===== src/rtl/uart_tx_arbiter.sv =====
// Round-robin arbiter that lets four byte requesters share a single uart_send.
// Each grant owns one fixed-length frame slot, because uart_send has no busy flag.
module uart_tx_arbiter #(
  parameter int BIT_CYCLES = 10417,
  parameter int GAP_CYCLES = 16
) (
  input  logic        clk,
  input  logic        rst,
  input  logic [3:0]  req,
  input  logic [31:0] req_data,
  input  logic [3:0]  mask,
  output logic [3:0]  ack,
  output logic        tx_valid,
  output logic [7:0]  tx_data,
  output logic        busy,
  output logic [1:0]  grant_id
);

  localparam int FRAME_CYCLES = 10 * BIT_CYCLES + GAP_CYCLES;
  localparam int CNT_W        = $clog2(FRAME_CYCLES);
  // HOLD covers counter values 0 .. FRAME_CYCLES-2, i.e. FRAME_CYCLES-1 cycles.
  localparam logic [CNT_W-1:0] HOLD_LAST = CNT_W'(FRAME_CYCLES - 2);

  typedef enum logic [1:0] {IDLE, ISSUE, HOLD} state_t;

  state_t           state_q, state_d;
  logic [1:0]       ptr_q, ptr_d;
  logic [1:0]       grant_id_q, grant_id_d;
  logic [7:0]       tx_data_q, tx_data_d;
  logic [CNT_W-1:0] cnt_q, cnt_d;

  logic [3:0]       elig;
  logic [7:0]       req_bytes [4];
  logic             found;
  logic [1:0]       win;
  logic [1:0]       idx;

  genvar gi;
  generate
    for (gi = 0; gi < 4; gi++) begin : g_lane
      assign req_bytes[gi] = req_data[8*gi +: 8];
      assign ack[gi]       = (state_q == ISSUE) && (grant_id_q == 2'(gi));
    end
  endgenerate

  assign elig     = req & mask;
  assign tx_valid = (state_q == ISSUE);
  assign busy     = (state_q != IDLE);
  assign tx_data  = tx_data_q;
  assign grant_id = grant_id_q;

  // Scan from ptr upward; iterating high-to-low lets the closest-to-ptr bit win.
  always_comb begin
    found = 1'b0;
    win   = 2'd0;
    idx   = 2'd0;
    for (int k = 3; k >= 0; k--) begin
      idx = ptr_q + 2'(k);
      if (elig[idx]) begin
        found = 1'b1;
        win   = idx;
      end
    end
  end

  always_comb begin
    state_d    = state_q;
    ptr_d      = ptr_q;
    grant_id_d = grant_id_q;
    tx_data_d  = tx_data_q;
    cnt_d      = cnt_q;
    case (state_q)
      IDLE: begin
        if (found) begin
          state_d    = ISSUE;
          tx_data_d  = req_bytes[win];
          grant_id_d = win;
          ptr_d      = win + 2'd1;
          cnt_d      = '0;
        end
      end
      ISSUE: state_d = HOLD;
      HOLD: begin
        if (cnt_q == HOLD_LAST) begin
          state_d = IDLE;
        end else begin
          cnt_d = cnt_q + 1'b1;
        end
      end
      default: state_d = IDLE;
    endcase
  end

  always_ff @(posedge clk or posedge rst) begin
    if (rst) begin
      state_q    <= IDLE;
      ptr_q      <= 2'd0;
      grant_id_q <= 2'd0;
      tx_data_q  <= 8'h00;
      cnt_q      <= '0;
    end else begin
      state_q    <= state_d;
      ptr_q      <= ptr_d;
      grant_id_q <= grant_id_d;
      tx_data_q  <= tx_data_d;
      cnt_q      <= cnt_d;
    end
  end

endmodule


===== config.mk =====
export PLATFORM = sky130hd
export DESIGN_NAME = uart_tx_arbiter
export DESIGN_NICKNAME = d
export VERILOG_FILES = /design/src/rtl/uart_tx_arbiter.sv
export SDC_FILE = /design/constraint.sdc
export NUM_CORES = 1
export LEC_CHECK = 0
export BUFFER_PORTS_ARGS = -buffer_cell sky130_fd_sc_hd__buf_2
export CAP_MARGIN = 20
export CORE_MARGIN = 1
export CORE_UTILIZATION = 45
export DETAILED_ROUTE_END_ITERATION = 8
export GPL_TIMING_DRIVEN = 0
export PLACE_DENSITY = 0.79
export SKIP_LAST_GASP = 1
export SLEW_MARGIN = 30
export SYNTH_ARGS = -nofsm -noshare
export SYNTH_HDL_FRONTEND = slang
export SYNTH_SLANG_ARGS = --single-unit
export TNS_END_PERCENT = 10

===== constraint.sdc =====
create_clock -name clk -period 1.63 [get_ports clk]
set_input_delay 0.326 -clock clk [delete_from_list [all_inputs] [get_ports clk]]
set_output_delay 0.326 -clock clk [all_outputs]
set_load 0.05 [all_outputs]

==> run metrics <==
CP bufs+invs 2; RePlAce Congestion 0.7672; register share of total power 32.7%; WS Path Type flip-flop to flip-flop; syn avg cell area 9.761 µm²; worst vdd ir 859.8 µV; RSZ-0062 raised after global routing yes; sw power 1.615 mW; antenna violations before repair 0; CTS root buf clkbuf_8; Post-Synthesis Cell Area 1718 µm²; ratio of cells with drive above 1 in the final layout 37.80%; dpl hpwl 2646 µm; post-synth top area share 45.16%; total vias in the final route 1544; Final period util 103.0%; ys flop type dfrtp_1; Max Clk Rate 595.3 MHz; clock-pin slew of the registers on the worst-case setup and hold paths 60 ps; post-synthesis sequential area ratio 45.16%; Leakage 1.175 nW; Crit Path Max Fanout 5; Iter 0 DRT Violations 51; CTS sink cnt 31; CTS tree built; Commonest cells post-synth dfrtp_1, nand2_1, nor2_1; clock share of power 16.3%; clk_skew 9.407 ps; drt via density 5.252; Worst R2R Start ptr_q[0]$_DFFE_PP0P_; Synth area leader dfrtp_1; fin cells 294; CP max stage cell dfrtp_1; Pwr Density 1500 nW/µm²; worst skew pair latency 280 ps; Gate Count Post-Synth 176; final worst slack -49.69 ps; Die Height 63.79 µm; status finished, violations left; CP Capture Type flip-flop; Core Util, Final 63.09%; crit-path cells a21bo_1, a221oi_2, or2_1, buf_6, buf_4, mux2i_1, o221ai_1; final net count 289; die extent in x 63.79 µm; placed inst area 2088 µm²; synth warn 0; EDFF count, synth 0; Final setup viols 7; area taken by flip-flops and latches 777.0 µm²; Starting Density 46.92%; async set-reset flop share out of synthesis 100.0%; H-Tree Depth 2; Min Hold Slack 118.7 ps; post-synth cell types 39; Slew HR 58.52%; WP data required 1780 ps; Final Power 3.465 mW; DRC violations left 0; I/O pin cnt 58; Int Power 1.850 mW; port bufs 57; Critical path origin ptr_q[0]$_DFFE_PP0P_; Worst setup SP type flip-flop; pre-CTS WS -277.0 ps; drt pass-1 iters 4; global-route wire length before repair 6147 µm; FF+latch count, synth 31; vias in the first global route 1352; Post-Syn Nets 220; Post-DRT Antenna Nets 0; failing checks negative setup slack; Max Cap Viol 0; top cells by area in the synthesized netlist dfrtp_1, mux2i_1, xor2_1, nand2_1, nand3_1; CTS Buf Count 5; GRT Total Usage 20.05%; Gate power share 51.0%; largest net degree at the start of global routing 32; Max stage delay on crit path 380 ps; core area 3661 µm²; worst path arrival time 1830 ps; Worst Tran Pin Value 621.2 ps; crit-path leading delay family compound AO/OA/AOI/OAI gates; Filler Cell Count 297; area of the multi-input gates 934.6 µm²; HP Class input port to asynchronous set/reset pin; top-count cell post-synth dfrtp_1; Post-Route WL 3924 µm; Slew Viols, Final 0; worst-case clock buffer depth 2; switching share of power 46.60%; total congestion overflow 0; ant diodes 0; Hold Vio Cnt, Final 0; Die ar. 4069 µm²; row count 22; CTS Hold Buffers Added 0; post-route cell area 2310 µm²; Setup TNS Final -181.6 ps; Period minus WS final 1680 ps; DR WL/cell 13.35 µm; Cell Count Post-Placement 281; area grow syn2layout 34.45%
-- metal layers --
metal | vias to the layer above | GRT usage (%) | wire length (µm)
li1 | 762 | - | -
met1 | 739 | 25.17 | 1813
met2 | 39 | 31.78 | 1895
met3 | 4 | 5.714 | 172
met4 | 0 | 9.375 | 42
met5 | - | 0 | 0
-- power groups by stage --
stage	combinational, mW	clock [mW]	sequential [mW]
detailed placement	1.57	0	1.13
global route	1.90	0.620	1.16
global placement	1.54	0	1.12
CTS	1.64	0.592	1.11
floorplan	0.801	0	1.51
finish	1.77	0.566	1.13
-- final timing paths --
check	to	slack (ps)	cells past startpoint
hold / removal	cnt_q[13]$_DFFE_PP0P_	120	2
setup / recovery	tx_data[6]$_DFFE_PP0P_	-50	7
hold reg to reg	tx_data[4]$_DFFE_PP0P_	480	2
max in group asynchronous	ptr_q[1]$_DFFE_PP0P_	1070	2
setup reg to reg	tx_data[6]$_DFFE_PP0P_	-50	7
min in group clk	tx_data[2]$_DFFE_PP0P_	350	3
-- registers in the layout, summed over array words and instances, names as in the netlist --
register	flops
tx_data	8
state_q	2
ptr_q	2
grant_id	2
cnt_q	17
-- logic make-up (layout without fill, tap and decap cells) --
| kind of cell | Yosys count | in the layout | share of synthesized area [%] |
|---|---|---|---|
| xor+xnor | 16 | 16 | 8.157 |
| mux | 17 | 17 | 9.905 |
| compound gates | 23 | 23 | 10.34 |
| simple gates | 74 | 74 | 20.61 |
| buf+inv | 13 | 83 | 4.370 |
| flops | 31 | 31 | 45.16 |
| fa+ha+maj | 2 | 2 | 1.456 |
-- repair_timing --
| item | 4_1_cts | 5_1_grt |
|---|---|---|
| pin swaps | 0 | 5 |
| endpoints found under the setup margin | 18 | 33 |
| resized for setup | 8 | 16 |
| cloned | 0 | 1 |
| setup buffers | 4 | 2 |
-- cell type report --
type                    instances  share of cell area [%]
inverters                       6                   1.246
plain buffers                   5                   2.004
flip-flops and latches         31                   33.64
repair buffers                 64                   16.52
clock buffers                   7                   3.304
clock inverters                 1                  0.2167
multi-input cells             132                   40.47
well taps                      48                   2.600
-- worst register-to-register path, cell delays in order, from the launching register on --
cell and delay [ps]:
dfrtp_1 380, a21bo_1 220, a221oi_2 190, or2_1 140, buf_6 140, buf_4 120
mux2i_1 220, o221ai_1 140
-- placed cells by master (no fill, tap or decap), types with 2 or more instances in the layout --
cell type,n
nor3_1,3
a22oi_1,2
clkbuf_1,2
xor2_1,12
nand2_1,19
and3_1,2
buf_2,56
nand4_1,2
buf_4,4
inv_1,3
o21ai_0,2
clkbuf_8,5
mux2i_1,17
ha_1,2
nand2b_4,2
nor2_4,2
nand3_1,15
xnor2_1,4
dfrtp_1,30
o221ai_1,8
nor2_1,17
buf_6,6
(Power assumes the default switching activity.)
